<file path="src/rtl/apu_serial_rx.sv">
// UART 8N1 receiver that turns two-byte host frames (address 0x80|idx, then data)
// into one-clock APU register write strobes, plus RX activity and error pulses.
module apu_serial_rx #(
  parameter int OSCRATE  = 12_000_000,
  parameter int BAUDRATE = 9600,
  parameter int LINKTIME = OSCRATE / 10,
  parameter int TIMEOUT  = 16
) (
  input  logic       clk,
  input  logic       rst_n,
  input  logic       rx,
  output logic [4:0] reg_addr,
  output logic [7:0] reg_data,
  output logic       reg_wr,
  output logic       link,
  output logic       frame_err,
  output logic       sync_err
);

  localparam int BITDIV  = OSCRATE / BAUDRATE;
  localparam int DIV_W   = $clog2(BITDIV + 1);
  localparam int TMO_CYC = TIMEOUT * BITDIV;
  localparam int TMO_W   = $clog2(TMO_CYC + 1);
  localparam int LINK_W  = $clog2(LINKTIME + 1);

  // Divider counts down to zero, so loads are one less than the period.
  localparam logic [DIV_W-1:0]  DIV_HALF  = DIV_W'(BITDIV / 2 - 1);
  localparam logic [DIV_W-1:0]  DIV_FULL  = DIV_W'(BITDIV - 1);
  localparam logic [TMO_W-1:0]  TMO_LOAD  = TMO_W'(TMO_CYC);
  localparam logic [LINK_W-1:0] LINK_LOAD = LINK_W'(LINKTIME);

  typedef enum logic [1:0] {IDLE, START, DATA, STOP} bit_state_t;
  typedef enum logic {WAIT_ADDR, WAIT_DATA} frame_state_t;

  logic rx_meta, rx_sync, rx_prev;

  always_ff @(posedge clk or negedge rst_n) begin
    if (!rst_n) begin
      rx_meta <= 1'b1;
      rx_sync <= 1'b1;
      rx_prev <= 1'b1;
    end else begin
      rx_meta <= rx;
      rx_sync <= rx_meta;
      rx_prev <= rx_sync;
    end
  end

  logic start_edge;
  assign start_edge = rx_prev & ~rx_sync;

  bit_state_t       bit_state, bit_state_next;
  logic [DIV_W-1:0] div, div_next;
  logic [2:0]       bit_cnt, bit_cnt_next;
  logic [7:0]       shift, shift_next;
  logic             div_done;
  logic             byte_done;
  logic             stop_ok;

  assign div_done = (div == '0);

  always_ff @(posedge clk or negedge rst_n) begin
    if (!rst_n) begin
      bit_state <= IDLE;
      div       <= '0;
      bit_cnt   <= '0;
      shift     <= '0;
    end else begin
      bit_state <= bit_state_next;
      div       <= div_next;
      bit_cnt   <= bit_cnt_next;
      shift     <= shift_next;
    end
  end

  always_comb begin
    bit_state_next = bit_state;
    div_next       = div;
    bit_cnt_next   = bit_cnt;
    shift_next     = shift;
    byte_done      = 1'b0;
    stop_ok        = 1'b0;
    case (bit_state)
      IDLE: begin
        if (start_edge) begin
          bit_state_next = START;
          div_next       = DIV_HALF;
        end
      end
      START: begin
        if (!div_done) begin
          div_next = div - DIV_W'(1);
        end else if (!rx_sync) begin
          bit_state_next = DATA;
          div_next       = DIV_FULL;
          bit_cnt_next   = '0;
        end else begin
          bit_state_next = IDLE;
        end
      end
      DATA: begin
        if (!div_done) begin
          div_next = div - DIV_W'(1);
        end else begin
          shift_next   = {rx_sync, shift[7:1]};
          div_next     = DIV_FULL;
          bit_cnt_next = bit_cnt + 3'd1;
          if (bit_cnt == 3'd7) bit_state_next = STOP;
        end
      end
      STOP: begin
        if (!div_done) begin
          div_next = div - DIV_W'(1);
        end else begin
          // Return to IDLE on the sample itself so a back-to-back start edge is not missed.
          byte_done      = 1'b1;
          stop_ok        = rx_sync;
          bit_state_next = IDLE;
        end
      end
      default: bit_state_next = IDLE;
    endcase
  end

  frame_state_t     frame_state, frame_state_next;
  logic [4:0]       pend_addr, pend_addr_next;
  logic [TMO_W-1:0] tmo, tmo_next;
  logic [4:0]       reg_addr_next;
  logic [7:0]       reg_data_next;
  logic             reg_wr_next, frame_err_next, sync_err_next;
  logic [LINK_W-1:0] link_cnt;

  always_ff @(posedge clk or negedge rst_n) begin
    if (!rst_n) begin
      frame_state <= WAIT_ADDR;
      pend_addr   <= '0;
      tmo         <= '0;
      reg_addr    <= '0;
      reg_data    <= '0;
      reg_wr      <= 1'b0;
      frame_err   <= 1'b0;
      sync_err    <= 1'b0;
    end else begin
      frame_state <= frame_state_next;
      pend_addr   <= pend_addr_next;
      tmo         <= tmo_next;
      reg_addr    <= reg_addr_next;
      reg_data    <= reg_data_next;
      reg_wr      <= reg_wr_next;
      frame_err   <= frame_err_next;
      sync_err    <= sync_err_next;
    end
  end

  always_comb begin
    frame_state_next = frame_state;
    pend_addr_next   = pend_addr;
    tmo_next         = tmo;
    reg_addr_next    = reg_addr;
    reg_data_next    = reg_data;
    reg_wr_next      = 1'b0;
    frame_err_next   = 1'b0;
    sync_err_next    = 1'b0;
    if (byte_done && !stop_ok) begin
      frame_err_next   = 1'b1;
      frame_state_next = WAIT_ADDR;
    end else if (byte_done) begin
      if (frame_state == WAIT_ADDR) begin
        if (shift[7:5] == 3'b100) begin
          pend_addr_next   = shift[4:0];
          tmo_next         = TMO_LOAD;
          frame_state_next = WAIT_DATA;
        end else begin
          sync_err_next = 1'b1;
        end
      end else begin
        reg_addr_next    = pend_addr;
        reg_data_next    = shift;
        reg_wr_next      = 1'b1;
        frame_state_next = WAIT_ADDR;
      end
    end else if (frame_state == WAIT_DATA && bit_state == IDLE && !start_edge) begin
      // Timeout only runs while the line is quiet; a start edge freezes it.
      if (tmo == '0) frame_state_next = WAIT_ADDR;
      else           tmo_next = tmo - TMO_W'(1);
    end
  end

  always_ff @(posedge clk or negedge rst_n) begin
    if (!rst_n) begin
      link_cnt <= '0;
    end else if (byte_done && stop_ok) begin
      link_cnt <= LINK_LOAD;
    end else if (link_cnt != '0) begin
      link_cnt <= link_cnt - LINK_W'(1);
    end
  end

  assign link = (link_cnt != '0);

endmodule
</file>
<file path="config.mk">
export PLATFORM = sky130hd
export DESIGN_NAME = apu_serial_rx
export DESIGN_NICKNAME = d
export VERILOG_FILES = /design/src/rtl/apu_serial_rx.sv
export SDC_FILE = /design/constraint.sdc
export NUM_CORES = 1
export LEC_CHECK = 0
export ABC_AREA = 1
export CAP_MARGIN = 30
export CORE_ASPECT_RATIO = 0.75
export CORE_MARGIN = 1
export CORE_UTILIZATION = 30
export DETAILED_ROUTE_END_ITERATION = 12
export SLEW_MARGIN = 20
export SYNTH_ARGS = -nofsm -noshare
export SYNTH_HDL_FRONTEND = slang
export SYNTH_SLANG_ARGS = --single-unit
</file>
<file path="constraint.sdc">
create_clock -name clk -period 3.3 [get_ports clk]
set_clock_uncertainty 0.15 [all_clocks]
set_input_delay 0.66 -clock clk [delete_from_list [all_inputs] [get_ports clk]]
set_output_delay 0.66 -clock clk [all_outputs]
set_load 0.005 [all_outputs]
</file>
==> results of run 1 <==
-- synthesized netlist by cell type --
cell type | instances | area, sq um
sky130_fd_sc_hd__nand4_1 | 10 | 62.6
sky130_fd_sc_hd__o21ai_1 | 11 | 55.1
sky130_fd_sc_hd__inv_2 | 5 | 18.8
sky130_fd_sc_hd__nor2_1 | 92 | 345
sky130_fd_sc_hd__and3_1 | 1 | 6.26
sky130_fd_sc_hd__o21ai_0 | 21 | 105
sky130_fd_sc_hd__or2_2 | 2 | 12.5
sky130_fd_sc_hd__buf_2 | 7 | 35.0
sky130_fd_sc_hd__xor2_1 | 8 | 70.1
sky130_fd_sc_hd__nand3_1 | 64 | 320
sky130_fd_sc_hd__nand3b_1 | 4 | 30.0
sky130_fd_sc_hd__nand2_2 | 4 | 25.0
sky130_fd_sc_hd__ha_1 | 11 | 138
sky130_fd_sc_hd__nand2_1 | 178 | 668
sky130_fd_sc_hd__inv_1 | 66 | 248
sky130_fd_sc_hd__or2_0 | 1 | 6.26
sky130_fd_sc_hd__nor2_8 | 1 | 20.0
sky130_fd_sc_hd__nand2_4 | 1 | 11.3
sky130_fd_sc_hd__dfrtp_1 | 82 | 2050
sky130_fd_sc_hd__nor2_2 | 4 | 25.0
sky130_fd_sc_hd__a21o_1 | 1 | 7.51
sky130_fd_sc_hd__buf_4 | 2 | 15.0
sky130_fd_sc_hd__dfstp_2 | 3 | 78.8
sky130_fd_sc_hd__a21oi_1 | 8 | 40.0
sky130_fd_sc_hd__xnor2_1 | 13 | 114
sky130_fd_sc_hd__nand3_2 | 3 | 30.0
sky130_fd_sc_hd__o211ai_1 | 1 | 7.51
sky130_fd_sc_hd__nor3_1 | 2 | 10.0
sky130_fd_sc_hd__buf_6 | 1 | 11.3
sky130_fd_sc_hd__nand4_2 | 1 | 12.5
sky130_fd_sc_hd__nand3_4 | 2 | 35.0
sky130_fd_sc_hd__nor2_4 | 4 | 45.0
-- flip-flops by register name, summed over array words and instances (netlist names), 3 cells and up, named ones only --
register,count
pend_addr,5
shift,8
link_cnt,21
reg_addr,5
bit_cnt,3
tmo,15
div,11
reg_data,8
-- kinds of logic after synthesis --
logic type / count (synthesis) / share of synthesized area [%]
adders and majority gates: 11 / 2.95
xor gates and xnor gates: 21 / 3.95
AOI/OAI and AO/OA: 42 / 4.62
DFF: 85 / 45.7
buffers and inverters: 81 / 7.03
and+or+nand+nor: 374 / 35.7
-- cell type report --
cell class / count / area [sq um]
sequential: 85 / 2130
tap: 205 / 256
clock inverter: 7 / 81.3
inverter: 71 / 267
multi-input combinational: 448 / 2200
clock buffer: 9 / 225
fill: 1601 / 9850
timing repair buffer: 21 / 215
-- worst min-delay path by stage --
stage,startpoint,to,slack [ps],depth (start not counted)
global route,rx_meta,rx_sync,210,0
CTS,rx_meta,rx_sync,210,0
global placement,rx_meta,rx_sync,200,0
detailed placement,rx_meta,rx_sync,200,0
floorplan,rx_meta,rx_sync,200,0
finish,rst_n,link_cnt[15],200,2
-- critical path, delay by kind of cell (launching register included) --
family,cells,cell delay [ps]
buffers and inverters,3,740
DFF,1,400
and+or+nand+nor,2,370
adders and majority gates,1,180
-- where the power goes --
group | switching (W) | total, W | internal, W
clock network | 0.000437 | 0.00104 | 0.000598
registers | 0.000191 | 0.00142 | 0.00123
logic | 0.000706 | 0.00111 | 0.000403
total | 0.00133 | 0.00356 | 0.00223
-- stage by stage --
step / cell area (sq um) / total power [W] / hold slack (ps) / util [%] / std cells
2_1_floorplan: 4660 / 0.00227 / 195 / - / 614
3_3_place_gp: 5070 / 0.00254 / 200 / 33.3 / 830
3_5_place_dp: 5070 / 0.00254 / 200 / 33.3 / 830
4_1_cts: 5380 / 0.00360 / 206 / 35.3 / 846
5_1_grt: 5380 / 0.00386 / 211 / 35.3 / 846
6_report: 5380 / 0.00356 / 199 / 35.3 / 846
-- layer usage --
layer	up-vias	wire, microns
met5	-	0
met4	0	124
met3	9	306
met2	44	3600
met1	1665	5400
li1	1980	-
==> run metrics, run 1 <==
cell count after synthesis=between 600 and 700; Max-Slew Margin vs Limit=70.2%; Tmin final=approximately 2800 ps; kind of critical path=reg2out; later-pin clock latency in the skew report=340 ps; leakage=2.73 nW; DPL Wire Length=between 6000 and 7000 microns; maximum capacitance violations=0; DRC violations left=0; met2 global-route usage=18.9%; Worst R2R End=reg_addr[1]; Worst Tran Pin Value=around 450 ps; cell at the slowest stage of the critical path=sky130_fd_sc_hd__clkdlybuf4s50_1; outcome=finished, final reports clean; starting utilization of the core area=a little under a third; count of yosys warnings during synthesis=0; setup repair after global routing missed its margin=false; sequence of cells on the critical path=inv_1 > ha_1 > inv_1 > nor3_1 > nand4_1 > clkdlybuf4s50_1; share of the yosys chip area belonging to registers=45.7%; post-CTS repair timing setup buffer count=0; via density per instance=between 4 and 5; number of nets in the synthesized netlist=approximately 630; met3 Use GR=2.86%; number of global-route vias before repair=3,506; Antenna diodes=0; worst reg2reg path startpoint=div[0]; pins over their slew limit=0; timing startpoint of the critical path=link_cnt[0]; Clock H-tree levels=3; R2R setup slack=850 ps; I/O pin total=20; distinct cell type count after synthesis=32; post-CTS sizing=0; final weighted congestion in routability-driven placement=slightly above 0.8; post-DR wirelength/cell=11.2 microns; area delta synth->final=15.4%; cell repeated most along the worst path=sky130_fd_sc_hd__inv_1; share of post-route cells with drive strength above 1=7.64%; wire length of the first global-routing pass=between 15,000 and 20,000 microns; number of iterations in the first detailed-routing pass=5; Power Density=~660 nW/um^2; worst endpoint data arrival time=2000 ps; row cnt=39; startpoint kind of the worst setup timing path=flip-flop; Die H=110 microns; Detailed Route Iter0 Violations=190; global routing usage summed across all routing layers=13.4%; count of buffers from port buffering=19; number of nets with antenna violations after routing=0; clock transition at the registers of the reported paths=70 ps; number of nets at the end of the flow=650; total global routing overflow=0; chip width=146 microns; largest net degree at the start of global routing=86; Num CTS Buffers=9; TritonCTS clock tree=built; initial antenna violation count=0; number of cells on the worst reg-to-reg path=10; Critical Path Sink=link; syn_area_per_cell=7.59 sq um; root buffer cell=sky130_fd_sc_hd__clkbuf_16; Setup-failing EPs final=0; die area=16,000 sq um; Tightest Hold Check Type=in2async; Worst Setup End Kind=output pin; core area=approximately 15,000 sq um; post-synthesis register bit count=85; Max Fclk=355 MHz; worst slack at placement=around 850 ps; number of failing hold endpoints at the final stage=0; count of clock tree sinks=85; grt met1 use=19.9%; worst supply voltage drop on vdd=0.296 mV; count of vias placed by the detailed router=3,698; critical path's largest stage delay=500 ps; critical path fanouts, max=8; Bufs on Longest Clock Path=2; most frequent standard cell in the layout excluding fill and tap cells=sky130_fd_sc_hd__nand2_1; most frequent cells in the layout=178 x sky130_fd_sc_hd__nand2_1, 92 x sky130_fd_sc_hd__nor2_1, 82 x sky130_fd_sc_hd__dfrtp_1; final routed wirelength across all metal layers=9440 microns; Post-Synthesis Cell Area=between 4000 and 5000 sq um; data required time of the critical path=2490 ps; busiest metal layer after global routing=met1; setup total negative slack=0 ps; number of buffers inserted for hold repair after clock tree synthesis=0; ratio of final minimum period to clock period=a little under nine tenths; setup ws final=485 ps
Power figures use the tool's default switching activity.
==> run 2: changes to the inputs <==
- DONT_BUFFER_PORTS: not set -> 1
- clock period: 3.3 -> 3 ns (I/O delays scaled with it)
==> run 2 against run 1 <==
Die area is the same; global-route usage grew 0.10 points; routed wire length grew 3.9%; worst hold slack lost 180 ps; sequential cell count is the same; sequential share of layout area grew 1.5 points; clock power is essentially flat; sequential power grew 9%; core utilization shrank 1.3 points; power grew 7.0%.
==> run metrics, run 2 (synthesis results as in run 1) <==
outcome=finished, final reports clean; clock transition at the registers of the reported paths=70 ps; DPL Wire Length=7130 microns; number of iterations in the first detailed-routing pass=6; setup repair after global routing missed its margin=false; pins over their slew limit=0; highest metal layer with signal wires=met4; worst supply voltage drop on vdd=between 0.2 and 0.25 mV; post-DR wirelength/cell=11.8 microns; post-CTS sizing=0; number of nets with antenna violations after routing=0; leakage=2.65 nW; data required time of the critical path=between 3000 and 4000 ps; core area=roughly 15,000 sq um; Met3 Wirelength=468 microns; Max-Slew Margin vs Limit=a little under three quarters; cell area after placement=~4900 sq um; largest registers=link_cnt (21), tmo (15), div (11); Num CTS Buffers=9; Setup-failing EPs final=0; wire length of the first global-routing pass=17,000 microns; root buffer cell=sky130_fd_sc_hd__clkbuf_16; maximum capacitance violations=0; area of all sequential standard cells=approximately 2100 sq um; number of flip-flops in the largest register=21; global routing usage summed across all routing layers=13.5%; critical path fanouts, max=22; chip width=146 microns; count of buffers from port buffering=0; initial antenna violation count=0; area delta synth->final=11.2%; Max Fclk=421 MHz; kind of critical path=reg2reg; Detailed Route Iter0 Violations=245; setup ws final=624 ps; worst slack at placement=647 ps; die area=16,000 sq um; Worst Tran Pin Value=about 430 ps; worst endpoint data arrival time=2510 ps; most frequent standard cell in the layout excluding fill and tap cells=sky130_fd_sc_hd__nand2_1; most frequent cells in the layout=178 x sky130_fd_sc_hd__nand2_1, 92 x sky130_fd_sc_hd__nor2_1, 82 x sky130_fd_sc_hd__dfrtp_1; total power=about 0.0038 W; DRC violations left=0; largest net degree at the start of global routing=86; share of post-route cells with drive strength above 1=7.85%; TritonCTS clock tree=built; Fin Hold WS=between 10 and 15 ps; via density per instance=4.40; count of clock tree sinks=between 80 and 90; number of global-route vias before repair=3,361; Tightest Hold Check Type=in2async; later-pin clock latency in the skew report=340 ps; final routed wirelength across all metal layers=9810 microns; startpoint kind of the worst setup timing path=flip-flop; Die H=110 microns; Filler cells=between 1,500 and 2,000; total length of routed met2 wires=3770 microns; total global routing overflow=0; starting utilization of the core area=between 30% and 40%; Bufs on Longest Clock Path=2; M1 wire length=around 5500 microns; combined area of the multi-input logic cells=about 2200 sq um; Most flops, register=link_cnt; Antenna diodes=0; ratio of final minimum period to clock period=79.2%; Power Density=735 nW/um^2; Clock H-tree levels=3; Tmin final=2380 ps; row cnt=39; Worst Setup End Kind=flip-flop; final non-filler cell area=5180 sq um; final weighted congestion in routability-driven placement=roughly 0.85; I/O pin total=20; number of failing hold endpoints at the final stage=0; count of vias placed by the detailed router=3,651; setup total negative slack=0 ps; number of nets at the end of the flow=633
-- run 2: changes by cell type in the layout (fill, tap and decap cells not counted) --
cell / change
sky130_fd_sc_hd__buf_12: -1
sky130_fd_sc_hd__buf_16: +1
sky130_fd_sc_hd__buf_4: +1
sky130_fd_sc_hd__bufinv_16: -1
sky130_fd_sc_hd__clkbuf_1: +1
sky130_fd_sc_hd__clkdlybuf4s50_1: -18
sky130_fd_sc_hd__clkinv_4: -1
sky130_fd_sc_hd__clkinvlp_4: +2
sky130_fd_sc_hd__inv_8: -1
-- run 2: report_power, final --
part / total (W) / switching (W) / internal [W]
Sequential: 0.00155 / 0.000203 / 0.00135
Combinational: 0.00122 / 0.000777 / 0.000443
Clock: 0.00104 / 0.000472 / 0.000567
Total: 0.00381 / 0.00145 / 0.00236
-- run 2: final cells by class --
class,count,share of cell area (%)
multi-input combinational,448,42.5
clock inverter,6,0.894
inverter,71,5.14
timing repair buffer,4,0.966
clock buffer,10,4.42
sequential,85,41.1
tap,205,4.95
-- run 2: per-stage QoR --
step	std cells	util, %
after floorplan	614	-
after global placement	812	32.0
after detailed placement	812	32.0
after CTS	829	34.0
after global routing	829	34.0
final	829	34.0
-- run 2: worst max-delay path, cell delays in order, from the launching register on --
cell and delay, ps:
sky130_fd_sc_hd__dfrtp_1 400, sky130_fd_sc_hd__inv_1 130, sky130_fd_sc_hd__ha_1 270, sky130_fd_sc_hd__nand2_1 120, sky130_fd_sc_hd__nor2_4 130, sky130_fd_sc_hd__nand3_4 140
sky130_fd_sc_hd__nor2_8 180, sky130_fd_sc_hd__nand3_2 360, sky130_fd_sc_hd__inv_1 290, sky130_fd_sc_hd__nand2_1 70, sky130_fd_sc_hd__nand2_1 70
-- run 2: timing repair --
item,in CTS,in global routing
buffers inserted,0,0
hold buffers,1,0
endpoints found under the hold margin,85,0
-- run 2: path summary, 6_finish.rpt --
| check | from | to | slack [ps] | depth (start not counted) |
|---|---|---|---|---|
| max | div[0] | reg_addr[4] | 620 | 10 |
| max in group asynchronous | rst_n | rx_sync | 2330 | 1 |
| min in group clk | rx | rx_meta | 110 | 0 |
| min | rst_n | link_cnt[15] | 10 | 1 |
| min reg2reg | rx_meta | rx_sync | 210 | 0 |
| max reg2reg | div[0] | reg_addr[4] | 620 | 10 |
-- run 2: routing by layer --
metal	vias up	GRT usage, %
met1	1636	19.9
met5	-	0
li1	1947	-
met2	58	18.8
met3	10	3.73
met4	0	4.06
